## src/rtl/aes_bram_pkg.sv

```systemverilog
// Shared constants, FSM state type and address helpers
// for the stages that feed the masked S-box BRAM.
package aes_bram_pkg;

   // Read latency of the BRAM with its output register enabled.
   localparam int BRAM_LAT = 2;
   localparam int NBYTES   = 16;
   localparam int NPAIRS   = NBYTES / 2;
   localparam int KW       = $clog2(NPAIRS);

   typedef enum logic [1:0] {
      IDLE,
      ISSUE,
      DRAIN,
      DONE
   } state_t;

   // A table address is the select in the top two bits
   // and the state byte below it.
   function automatic logic [9:0] bram_addr(
      input logic [1:0] sel,
      input logic [7:0] b
   );
      return {sel, b};
   endfunction

   function automatic logic [7:0] state_byte(
      input logic [8*NBYTES-1:0] s,
      input logic [KW:0]         i
   );
      return s[8*i +: 8];
   endfunction

endpackage

```

## src/rtl/lat_pipe.sv

```systemverilog
// DEPTH-deep shift register that carries a tag alongside BRAM reads.
// Ports: clk, rst (sync, active-high), d (tag in), q (tag DEPTH cycles later).
module lat_pipe
   import aes_bram_pkg::*;
#(
   parameter int DEPTH = BRAM_LAT,
   parameter int W     = 1 + KW
) (
   input  logic         clk,
   input  logic         rst,
   input  logic [W-1:0] d,
   output logic [W-1:0] q
);

   logic [W-1:0] sr [DEPTH];

   always_ff @(posedge clk) begin
      if (rst) begin
         for (int i = 0; i < DEPTH; i++) begin
            sr[i] <= '0;
         end
      end else begin
         sr[0] <= d;
         for (int i = 1; i < DEPTH; i++) begin
            sr[i] <= sr[i-1];
         end
      end
   end

   assign q = sr[DEPTH-1];

endmodule

```

## src/rtl/masked_subbytes_seq.sv

```systemverilog
// Issues a 128-bit masked share to the S-box BRAM two bytes per cycle and
// reassembles the registered read data into one SubBytes result.
// Ports: clk, rst (sync, active-high); in_valid/in_ready/in_state/in_sel
// (share input); ADDRA/ADDRB/EN (to BRAM); DOA/DOB (from BRAM);
// out_valid/out_ready/out_state (result output).
module masked_subbytes_seq
   import aes_bram_pkg::*;
(
   input  logic                  clk,
   input  logic                  rst,
   input  logic                  in_valid,
   output logic                  in_ready,
   input  logic [8*NBYTES-1:0]   in_state,
   input  logic [1:0]            in_sel,
   output logic [9:0]            ADDRA,
   output logic [9:0]            ADDRB,
   output logic                  EN,
   input  logic [7:0]            DOA,
   input  logic [7:0]            DOB,
   output logic                  out_valid,
   input  logic                  out_ready,
   output logic [8*NBYTES-1:0]   out_state
);

   state_t              state, state_d;
   logic [KW-1:0]       k, k_d, k_nx;
   logic [8*NBYTES-1:0] st_q, st_d;
   logic [1:0]          sel_q, sel_d;
   logic [9:0]          addra_d, addrb_d;
   logic                en_d, ov_d;

   logic [KW:0]         pin, pout;

   assign in_ready = (state == IDLE) && !rst;
   assign k_nx     = k + 1'b1;

   always_comb begin
      state_d = state;
      k_d     = k;
      st_d    = st_q;
      sel_d   = sel_q;
      addra_d = ADDRA;
      addrb_d = ADDRB;
      en_d    = EN;
      ov_d    = out_valid;
      unique case (state)
         IDLE: begin
            if (in_valid) begin
               state_d = ISSUE;
               k_d     = '0;
               st_d    = in_state;
               sel_d   = in_sel;
               // Pair 0 goes out on the accept edge so the
               // address registers lead the ISSUE counter.
               addra_d = bram_addr(in_sel, in_state[7:0]);
               addrb_d = bram_addr(in_sel, in_state[15:8]);
               en_d    = 1'b1;
            end
         end
         ISSUE: begin
            if (k == KW'(NPAIRS - 1)) begin
               state_d = DRAIN;
               k_d     = '0;
            end else begin
               k_d     = k_nx;
               addra_d = bram_addr(sel_q,
                  state_byte(st_q, {k_nx, 1'b0}));
               addrb_d = bram_addr(sel_q,
                  state_byte(st_q, {k_nx, 1'b1}));
            end
         end
         DRAIN: begin
            // k is reused as the drain counter.
            if (k == KW'(BRAM_LAT - 1)) begin
               state_d = DONE;
               en_d    = 1'b0;
               ov_d    = 1'b1;
            end else begin
               k_d = k_nx;
            end
         end
         DONE: begin
            if (out_ready) begin
               state_d = IDLE;
               ov_d    = 1'b0;
            end
         end
      endcase
   end

   always_ff @(posedge clk) begin
      if (rst) begin
         state     <= IDLE;
         k         <= '0;
         st_q      <= '0;
         sel_q     <= '0;
         ADDRA     <= '0;
         ADDRB     <= '0;
         EN        <= 1'b0;
         out_valid <= 1'b0;
      end else begin
         state     <= state_d;
         k         <= k_d;
         st_q      <= st_d;
         sel_q     <= sel_d;
         ADDRA     <= addra_d;
         ADDRB     <= addrb_d;
         EN        <= en_d;
         out_valid <= ov_d;
      end
   end

   // The tag enters while pair k is on the address bus and
   // comes out in the cycle its data sits on DOA/DOB.
   assign pin = {state == ISSUE, k};

   lat_pipe #(
      .DEPTH (BRAM_LAT),
      .W     (KW + 1)
   ) u_lat (
      .clk (clk),
      .rst (rst),
      .d   (pin),
      .q   (pout)
   );

   always_ff @(posedge clk) begin
      if (rst) begin
         out_state <= '0;
      end else if (pout[KW]) begin
         out_state[16*pout[KW-1:0] +: 16] <= {DOB, DOA};
      end
   end

endmodule
```

## config.mk

```make
export PLATFORM = sky130hd
export DESIGN_NAME = masked_subbytes_seq
export DESIGN_NICKNAME = d
export VERILOG_FILES = /design/src/rtl/aes_bram_pkg.sv /design/src/rtl/lat_pipe.sv /design/src/rtl/masked_subbytes_seq.sv
export SDC_FILE = /design/constraint.sdc
export NUM_CORES = 1
export LEC_CHECK = 0
export CAP_MARGIN = 20
export CORE_UTILIZATION = 30
export DETAILED_ROUTE_END_ITERATION = 16
export GPL_ROUTABILITY_DRIVEN = 0
export GPL_TIMING_DRIVEN = 0
export SETUP_SLACK_MARGIN = 0.3
export SYNTH_ARGS = -nofsm -noshare
export SYNTH_HDL_FRONTEND = slang
export SYNTH_SLANG_ARGS = --single-unit
```

## constraint.sdc

```tcl
create_clock -name clk -period 3.7 [get_ports clk]
set_input_delay 0.74 -clock clk [delete_from_list [all_inputs] [get_ports clk]]
set_output_delay 0.74 -clock clk [all_outputs]
set_load 0.05 [all_outputs]
```

Yosys cells after proc, flatten, opt, wreduce, memory -nomap -nowiden
Memories as Yosys holds them, arrays and structs flattened.
Cells that the tools add are included.
{ "totals": {"mem_bits_rw": 8, "out_inout_bits": 151, "regBits": 285, "memories": 1, "wordCells": 69} }
{ "op_classes": {"shift": 4, "n_reduce_logical": 13, "bitwise": 2, "n_eq_ne": 11, "mux": 27, "n_addsub": 2} }
{ "mem_list": {"columns": ["memory", "words", "word_bits", "read_ports", "rd_clocked_by_memory_dff", "wr", "line_no", "source"], "rows": [
  ["u_lat.sr", 2, 4, 2, 0, 2, "lat_pipe.sv:15", "logic [W-1:0] sr [DEPTH];"]
]} }
{ "ops": {"columns": ["operator", "n"], "rows": [
  ["$shiftx A128 B8 Y8", 2],
  ["$bwmux W128", 1],
  ["$shift A16 B34 Y128 const A", 1],
  ["$shiftx A16 B34 Y128", 1],
  ["$mux W10", 4],
  ["$pmux W10 S2", 2],
  ["$neg A7 Y34", 1],
  ["$ne A2 B2 Y1 const B", 6],
  ["$reduce_and A3 Y1", 4],
  ["$mux W3", 3],
  ["$pmux W3 S3", 1],
  ["$mux W2", 4],
  ["$mux W4", 2],
  ["$pmux W2 S4", 1],
  ["$mux W1", 7],
  ["$reduce_bool A2 Y1", 3],
  ["$eq A2 B2 Y1 const B", 2],
  ["$pmux W1 S2", 2],
  ["$reduce_and A4 Y1", 1],
  ["$add A3 B1 Y3 const B", 1],
  ["$eq A3 B1 Y1 const B", 1],
  ["$eq A3 B3 Y1 const B", 1],
  ["$reduce_bool A3 Y1", 1],
  ["$eq A2 B1 Y1 const B", 1],
  ["other kinds (5)", 6]
]} }

Logic depth before layout (Yosys ltp)
Gate-level depths: netlist (run 1).
{ "logic_depth": {"depth_word": 4, "ltp_mapped": 11, "ltp_nobuf": 7} }

Modules after synthesis
From an unflattened synthesis (run 1), not the netlist that was laid out.
{ "unflattened": {"hier_cells": 1395, "area_unflattened_um2": 11964.0} }
{ "modules_own_cells": {"columns": ["mod", "area_each_um2", "instances", "cells_each", "seq_area_each_um2"], "rows": [
  ["masked_subbytes_seq", 11723.7, 1, 1375, 5665.4],
  ["lat_pipe", 240.2, 1, 20, 160.2]
]} }

Worst setup path after synthesis (run 1)
Ideal clock, no wire load.
{ "synth_path": {"path_kind": "register -> register", "from": "mem u_lat.sr[0][4] (netlist bit)", "to": "reg out_state[37]", "setup_ns": 0.070, "path_slack_ns": 1.065, "synth_period_minus_slack_ns": 2.635, "stages_incl_launch_ff": 11, "required_ns": 3.630, "arrival_ns": 2.565, "path_cell_list": "dfxtp_1 -> buf_6 -> clkbuf_1 -> inv_1 -> ha_1 -> ha_1 -> nand2b_1 -> nor4_1 -> buf_2 -> nand3_1 -> a21oi_1"} }
{ "synth_rtl": {"columns": ["item", "line_no", "source"], "rows": [
  ["from (decl)", "lat_pipe.sv:15", null],
  ["to (signal, indexed assignment)", "masked_subbytes_seq.sv:131", "out_state[16*pout[KW-1:0] +: 16] <= {DOB, DOA};"],
  ["to (decl)", "masked_subbytes_seq.sv:22", "output logic [8*NBYTES-1:0] out_state"]
]} }

==> impl.org, run 1 <==
** Detailed routing
- After detailed routing, the average wire length per cell comes to about 19 um.
- The first detailed-routing pass took 5 iterations.
- Once detail routing completed, the nets flagged for antenna violations numbered 0.
- Total DRC errors in the routed layout :: 0
- Drt initial violations :: 675
- Via density per instance :: slightly below 5
- For this block, the routed nets add up to roughly 43000 um of wire.
- Across all layers, the routed design uses 11000 vias.

** Setup path
- Reg2Reg Depth :: 11
- Reg-to-reg critical path startpoint :: u_lat.sr[0][4]
- STA classifies the critical path startpoint as a flop.
- Critical Setup Path Class :: flop to flop
- In this run the critical register-to-register path is captured at out_state[109].
- Critical Path RT :: about 4.1 ns
- Along the worst path, the maximum fanout reaches 10.
- Data arrives at the worst endpoint at 3.49 ns.
- Kind of end point of the critical path :: flop
- For flop-to-flop paths, the worst setup slack is 0.58 ns.

** Hold path
- The worst hold path begins at u_lat.sr[0][1].
- Along the worst hold path, the cell count comes to 1.
- Min-delay worst type :: flop to flop
- The path with the worst hold slack has its endpoint at u_lat.sr[0][5].

** Synth
- Counting flops and latches in the post-synthesis netlist gives between 200 and 300.
- Synth Warn # :: 0
- In this run the biggest area consumer among cell types represents roughly 50% of the synthesized area.
- Of the synthesized area, sequential elements account for about half.
- A synthesized cell averages roughly 8.4 sq um.
- The netlist uses 35 different library cells.
- Synthesized area :: 11600 sq um
- Synthesized netlist net count :: 1551
- Yosys top cell by area :: sky130_fd_sc_hd__dfxtp_1
- The cell count after synthesis came out at 1390.
- Cell types occupying the most area after synthesis :: sky130_fd_sc_hd__dfxtp_1 (50%), sky130_fd_sc_hd__nand2_1 (13%), sky130_fd_sc_hd__a21oi_1 (11%)

** Power and ir drop
- VDD sags by at most 0.000351 V.
- Total power divided by cell area :: 620 nW/um^2
- The completed layout was analyzed and its total power is 0.0101 W.
- Summed over all cells, the static leakage comes to approximately 5.6 nW.

** Timing
- On the final layout, the worst clock skew is 0.0220 ns.
- The worst pin sits at a relative slew slack of 33.4%.
- Worst Max-Slew Pin Slew :: 0.974 ns
- Crit share post-route :: 84.4%
- Maximum achievable frequency :: 0.320 GHz
- For the finished layout, the period the worst path requires is 3.12 ns.
- Worst setup slack after layout :: approximately 0.58 ns
- Setup repair after global routing missed its margin :: no
- For the final routed database, the setup TNS stands at 0 ns.
- Setup violations remaining at the end of the flow were counted as 0.
- The count of final max-slew check failures is 0.
- The final hold violation count was 0.

** CTS
- After clock tree synthesis, the clock-pin slew on the worst setup and hold paths is 0.06 ns.
- The tree is rooted in a sky130_fd_sc_hd__clkbuf_16.
- # clock sinks :: 291
- TritonCTS created 34 clock buffers.
- TritonCTS built the clock tree.
- Depth of the CTS H-tree :: 2
- Maximum clock path buffer count :: 3
- Cts-stage hold buffer count :: 0
- Clock latency on the worst-skew pair, taken at its later pin, is 0.52 ns.
- Number of buffers added for setup after CTS :: 0

** Cells and area
- Relative area change from synthesis to final layout :: 39.9%
- After the flow finishes, the layout carries non-filler instances totaling 2243.
- Final Core Density :: ~43%
- The number of antenna diodes in the final layout is 0.
- Number of fill cells :: around 3800
- Proportion of layout cells with a drive suffix above 1 :: 6.87%
- Nets :: 1870

** Floorplanning
- DIE HEIGHT :: about 200 um
- For this design the top-level I/O count stands at 301.
- The total area inside the core boundary comes to approximately 38000 sq um.
- Die extent in x :: approximately 200 um
- Initial core utilization :: 30.6%
- The die covers 39500 sq um.
- Count of standard-cell rows :: 71

** Global routing
- Entering global routing, the biggest net connects 14 pins.
- For this run the aggregate overflow at the end of global routing stands at 0.
- Global Route Usage Sum :: 21.1%
- Via count of the first global-routing pass :: 10600
- Number of antenna violations at the first check in global routing :: 1
- The first global-routing pass estimated 62600 um of wire.

** Placed design
- Placed cell count :: ~2200
- Final HPWL from detailed placement :: 32400 um
- At the placement stage, the worst setup path has a slack of 0.240 ns.
- Port Buffer Count :: 283

** Job
- Max_cap viols :: 0

** Run status
- Status :: finished, final reports clean
-- cell families after synthesis --
logic type                 Yosys count  synth area share, %
muxes                               67                 9.22
AOI/OAI and AO/OA                  292                 13.3
adders and majority gates           11                 1.18
DFF                                291                 50.1
buffers and inverters              138                 4.89
and+or+nand+nor                    591                 21.3
-- layer usage --
| metal | share of wire, % | wire (um) | global-route usage, % | up-vias |
|---|---|---|---|---|
| met1 | 42 | 18000 | 26.2 | 5167 |
| met3 | 6.9 | 2930 | 4.19 | 85 |
| li1 | - | - | - | 5323 |
| met2 | 47 | 20100 | 35.8 | 432 |
| met5 | 0.040 | 17 | 0 | - |
| met4 | 3.4 | 1440 | 7.72 | 2 |
-- cell usage after synthesis --
cell,count
sky130_fd_sc_hd__a2111o_1,1
sky130_fd_sc_hd__a2111oi_0,1
sky130_fd_sc_hd__a211o_1,17
sky130_fd_sc_hd__a211oi_1,3
sky130_fd_sc_hd__a21oi_1,263
sky130_fd_sc_hd__and2_1,2
sky130_fd_sc_hd__buf_1,3
sky130_fd_sc_hd__buf_2,21
sky130_fd_sc_hd__buf_4,2
sky130_fd_sc_hd__buf_6,2
sky130_fd_sc_hd__clkbuf_1,103
sky130_fd_sc_hd__clkbuf_2,1
sky130_fd_sc_hd__dfxtp_1,291
sky130_fd_sc_hd__ha_1,11
sky130_fd_sc_hd__inv_1,6
sky130_fd_sc_hd__mux2i_1,35
sky130_fd_sc_hd__mux4_2,32
sky130_fd_sc_hd__nand2_1,397
sky130_fd_sc_hd__nand2b_1,5
sky130_fd_sc_hd__nand3_1,111
sky130_fd_sc_hd__nand3b_1,1
sky130_fd_sc_hd__nand4_1,1
sky130_fd_sc_hd__nor2_1,44
sky130_fd_sc_hd__nor2b_1,13
sky130_fd_sc_hd__nor3_1,3
sky130_fd_sc_hd__nor4_1,1
sky130_fd_sc_hd__nor4_2,2
sky130_fd_sc_hd__o211ai_1,1
sky130_fd_sc_hd__o21a_1,1
sky130_fd_sc_hd__o21ai_0,3
sky130_fd_sc_hd__o21ai_1,1
sky130_fd_sc_hd__o21bai_1,1
sky130_fd_sc_hd__or2_2,3
sky130_fd_sc_hd__or3_1,4
sky130_fd_sc_hd__or4_1,4
-- worst max-delay path, stage by stage, from the launching register on --
cell and delay [ns]:
sky130_fd_sc_hd__dfxtp_1 0.37, sky130_fd_sc_hd__buf_6 0.18, sky130_fd_sc_hd__clkbuf_2 0.27, sky130_fd_sc_hd__inv_1 0.07, sky130_fd_sc_hd__ha_1 0.23, sky130_fd_sc_hd__ha_1 0.37, sky130_fd_sc_hd__nand2b_1 0.28, sky130_fd_sc_hd__or4_1 0.51
sky130_fd_sc_hd__clkbuf_1 0.21, sky130_fd_sc_hd__clkbuf_1 0.28, sky130_fd_sc_hd__nand2_1 0.14, sky130_fd_sc_hd__a21oi_1 0.06
-- stage by stage --
| step | cell area, sq um | hold WS, ns |
|---|---|---|
| floorplan | 11600 | 0.414 |
| global placement | 15100 | 0.436 |
| detailed placement | 15100 | 0.435 |
| CTS | 16200 | 0.448 |
| global route | 16300 | 0.462 |
| finish | 16300 | 0.440 |
-- worst max-delay path by stage --
stage	start	endpoint	slack [ns]	cells past startpoint
floorplan	u_lat.sr[0][4]	out_state[37]	1.07	10
global placement	u_lat.sr[0][4]	out_state[37]	0.29	10
detailed placement	u_lat.sr[0][4]	out_state[47]	0.24	10
CTS	u_lat.sr[0][4]	out_state[123]	0.41	10
global route	u_lat.sr[0][4]	out_state[103]	0.40	11
finish	u_lat.sr[0][4]	out_state[109]	0.58	11
-- final cells by class --
| class | count | area [sq um] | area share, % |
|---|---|---|---|
| Inverter | 6 | 22.5 | 0.139 |
| Buffer | 132 | 547 | 3.36 |
| Timing Repair Buffer | 283 | 2830 | 17.4 |
| Clock buffer | 47 | 981 | 6.03 |
| Clock inverter | 12 | 149 | 0.916 |
| Multi-Input combinational cell | 961 | 5260 | 32.3 |
| Sequential cell | 291 | 5830 | 35.8 |
| Tap cell | 511 | 639 | 3.93 |
-- state kept, by name (all words and copies together), names as in the netlist --
signal / count
EN: 1
u_lat.sr: 8
state: 2
st_q: 128
out_valid: 1
ADDRA: 10
sel_q: 2
k: 3
out_state: 128
ADDRB: 8
-- cell usage in the layout, fill, tap and decap left out, drive strengths merged --
cell             n
mux4            32
a21oi          263
mux2i           35
nor4             3
or4              4
a211oi           3
clkinvlp         1
a211o           17
ha              11
nand2b           5
clkdlybuf4s50  283
nor2b           13
o211ai           1
o21a             1
or2              3
or3              4
inv              9
nor3             3
clkinv           5
buf             28
nand3          111
clkbuf         151
a2111oi          1
dfxtp          291
o21bai           1
a2111o           1
nor2            44
o21ai            4
nand2          397
nand3b           1
and2             2
bufinv           3
nand4            1
-- power breakdown --
part           switching (W)  internal (W)
Sequential          0.000248       0.00352
Combinational        0.00185       0.00103
Clock                0.00137       0.00207
-- repair_timing --
| action | CTS | global route |
|---|---|---|
| endpoints found under the setup margin | 15 | 50 |
| endpoints found under the hold margin | 0 | 0 |
| gates resized for setup | 3 | 3 |
No activity file was read; power rests on OpenSTA's default activity.
==> run 2: changes to the inputs <==
clock period = 2.9 ns   (was 3.7 ns; I/O delays follow)
==> impl.org, run 2 (synthesis gave the netlist of run 1 again) <==
** Placed design
- Place WS :: -0.256 ns (-0.496 ns)
- The count of port buffers added during placement was 283 (unchanged).
- Final HPWL from detailed placement :: 32500 um (+0.17%)
- The post-place instance area was 15100 sq um (about the same).

** Setup path
- Critical Setup Path Class :: flop to flop
- The worst setup path is launched from a flop.
- Reg-to-reg critical path startpoint :: u_lat.sr[0][4]
- R2r setup slk :: 0.40 ns (-0.18 ns)
- The number of buffers and inverters on the critical path came to 5 (unchanged).
- Kind of cell adding the most delay to the critical path :: simple AND/OR/NAND/NOR gates
- Peak per-stage delay on the critical path :: 0.55 ns (+0.04 ns)
- CP Max Fanout :: 10 (unchanged)
- The signal on the critical path passes through buf_6 -> clkbuf_8 -> inv_1 -> ha_1 -> ha_4 -> nand2b_4 -> or4_1 -> clkbuf_2 -> clkbuf_4 -> nand2_1 -> a21oi_1.
- Kind of end point of the critical path :: flop
- Endpoint of the worst-slack reg-to-reg timing path :: out_state[42]
- The signal arrival time at the worst endpoint came to 2.87 ns (-0.62 ns).
- Critical Path Slowest Stage Cell :: sky130_fd_sc_hd__or4_1
- Reg2Reg Depth :: 11 (unchanged)
- The data required time at the worst endpoint came to 3.27 ns (-0.80 ns).

** Cells and area
- Proportion of layout cells with a drive suffix above 1 :: 8.76% (+1.9 points)
- The total of fill cells in the finished design was 3769 (-1.6%).
- From synthesis to final layout, the design area changed by 41.1%.
- Antenna Cells :: 0 (unchanged)
- The top cell types in the final layout, fill and taps aside, are sky130_fd_sc_hd__nand2_1 (396), sky130_fd_sc_hd__dfxtp_1 (290), sky130_fd_sc_hd__clkdlybuf4s50_1 (282).
- Post-layout instance area :: 16400 sq um (+0.92%)
- Biggest regs :: out_state (128), st_q (128), ADDRA (10)
- Commonest non-fill, non-tap cell in the layout :: sky130_fd_sc_hd__nand2_1
- Nets :: 1872 (+0.11%)

** CTS
- TritonCTS built the clock tree.
- Clock tree synthesis selected as its root buffer the cell sky130_fd_sc_hd__clkbuf_16.
- Maximum clock path buffer count :: 3 (unchanged)
- The clock-pin slew on the worst setup and hold paths came to 0.06 ns (about the same).
- The clock latency reported for the late side of the worst-skew pair came to 0.51 ns (about the same).
- CTS Buf Count :: 34 (unchanged)
- The clock sink count is 291 (unchanged).
- Depth of the CTS H-tree :: 2 (unchanged)
- Cts-stage hold buffer count :: 0 (unchanged)

** Timing
- The final worst hold slack is 0.441 ns (+0.00109 ns).
- Maximum achievable frequency :: 0.400 GHz (+25%)
- Setup repair after global routing missed its margin :: yes
- The portion of the clock cycle consumed by the worst path in the final layout was 86.3% (+1.9 points).
- The count of final max-slew check failures was 0 (unchanged).
- Endpoints failing setup :: 0 (unchanged)
- The worst clock skew came to 0.00773 ns (-0.0143 ns).
- The final hold violation count was 0 (unchanged).
- Worst setup slack after layout :: 0.398 ns (-0.181 ns)
- The worst max-slew margin expressed relative to the limit was 31.6% (-1.8 points).
- Min Clock Period, post-route :: 2.50 ns (-0.619 ns)
- The transition time of the tightest slew-check pin is 1.00 ns (+0.0263 ns).

** Global routing
- The number of antenna violations at the first check in global routing is 1 (unchanged).
- Global Route Usage Sum :: 21.3% (+0.29 points)
- The wire length of the first global-routing pass was 63100 um (+0.95%).
- The global-route congestion overflow total is 0 (unchanged).
- The pin count of the biggest net entering global routing was 13 (-1).
- The via count of the first global-routing pass was 10700 (+1.2%).

** Detailed routing
- Number of vias after detailed routing :: 11000 (-0.39%)
- DR pass1 iterations :: 5 (unchanged)
- The final routed wirelength across all metal layers came to 42900 um (+0.87%).
- The DRC marker count from the first detailed-route iteration came to 569 (-16%).
- Routed length per placed instance :: 19.1 um (+0.69%)
- Total DRC errors in the routed layout :: 0 (unchanged)
- The vias per cell was 4.88 (-0.57%).
- The residual antenna-violating net count after detailed routing came to 0 (unchanged).

** Hold path
- The path class of the tightest hold or removal check is flop to flop.
- Instance count along the most critical hold path :: 1 (unchanged)
- Hold-critical path endpoint :: u_lat.sr[0][5]
- In this run the most critical hold path is launched from u_lat.sr[0][1].

** Power and ir drop
- The worst supply voltage drop on vdd came to 0.000405 V (+15%).
- Final total power :: 0.0128 W (+27%)
- The design internal power is 0.00846 W (+28%).
- Total power divided by cell area :: 782 nW/um^2 (+26%)
- Net switching power :: 0.00437 W (+26%)
- The clock share of power is 33.8% (-0.3 points).
- Net switching fraction of the power :: 34.1% (-0.28 points)
- The leakage power total came to 5.73 nW (+1.6%).
- The part of the power in combinational logic was 28.9% (+0.4 points).
- Reg power frac :: 37.4% (about the same)

** Floorplanning
- I/O pins :: 301 (unchanged)
- Area of the core :: 37900 sq um (unchanged)
- Total Die Area :: 39500 sq um (unchanged)
- The number of placement rows is 71 (unchanged).
- DIE HEIGHT :: 199 um (unchanged)
- The effective utilization at floorplan came to 30.6% (unchanged).
- Die extent in x :: 199 um (unchanged)

** Run status
- Status :: finished, final reports clean

** Job
- The max-cap violation count was 0 (unchanged).
## run 2: cell count changes in the layout (fill, tap and decap cells not counted), sizes merged, moves of 2 or more
cell	before	now
buf	28	32
bufinv	3	1
clkbuf	151	157
clkinv	5	3
inv	9	6
## run 2: power groups by stage
stage | clock network, W | logic (W) | registers, W
floorplan | 0 | 0.00194 | 0.00522
global placement | 0 | 0.00365 | 0.00486
detailed placement | 0 | 0.00369 | 0.00488
CTS | 0.00440 | 0.00371 | 0.00480
global route | 0.00458 | 0.00401 | 0.00485
finish | 0.00433 | 0.00370 | 0.00480
## run 2: final cells by class
cell class              count  area [sq um]  share of cell area [%]
flip-flops and latches    291          5830                    35.5
multi-input cells         961          5320                    32.4
repair buffers            285          2850                    17.4
clock buffers              55          1080                    6.61
well taps                 511           639                    3.90
plain buffers             132           599                    3.65
clock inverters             6          60.1                   0.366
inverters                   6          22.5                   0.137
## run 2: layer usage
| metal | share of wire, % | vias to the layer above | track usage [%] |
|---|---|---|---|
| met5 | 0.028 | - | 0 |
| met4 | 3.8 | 2 | 8.97 |
| met1 | 42 | 5115 | 26.3 |
| met3 | 7.2 | 80 | 4.15 |
| li1 | - | 5348 | - |
| met2 | 47 | 421 | 36.2 |
## run 2: worst max-delay path by stage
stage / start / end / slack [ns] / cells after the start
2_1_floorplan: u_lat.sr[0][4] / out_state[102] / 0.37 / 11
3_3_place_gp: u_lat.sr[0][4] / out_state[107] / -0.21 / 10
3_5_place_dp: u_lat.sr[0][4] / out_state[105] / -0.26 / 10
4_1_cts: u_lat.sr[0][4] / out_state[105] / 0.30 / 11
5_1_grt: u_lat.sr[0][4] / out_state[72] / 0.30 / 11
6_report: u_lat.sr[0][4] / out_state[42] / 0.40 / 11
## run 2: what timing repair did
item,4_1_cts,5_1_grt
gates resized for setup,34,33
endpoints found under the setup margin,107,168
buffers inserted,2,0
pin swaps,0,0
## run 2: stage by stage
stage          cells  utilization (%)  setup TNS, ns
5_1_grt         2247             43.2              0
2_1_floorplan   1390                -              0
4_1_cts         2247             43.2              0
6_report        2247             43.2              0
3_3_place_gp    2184             39.8          -4.04
3_5_place_dp    2184             39.8          -5.50
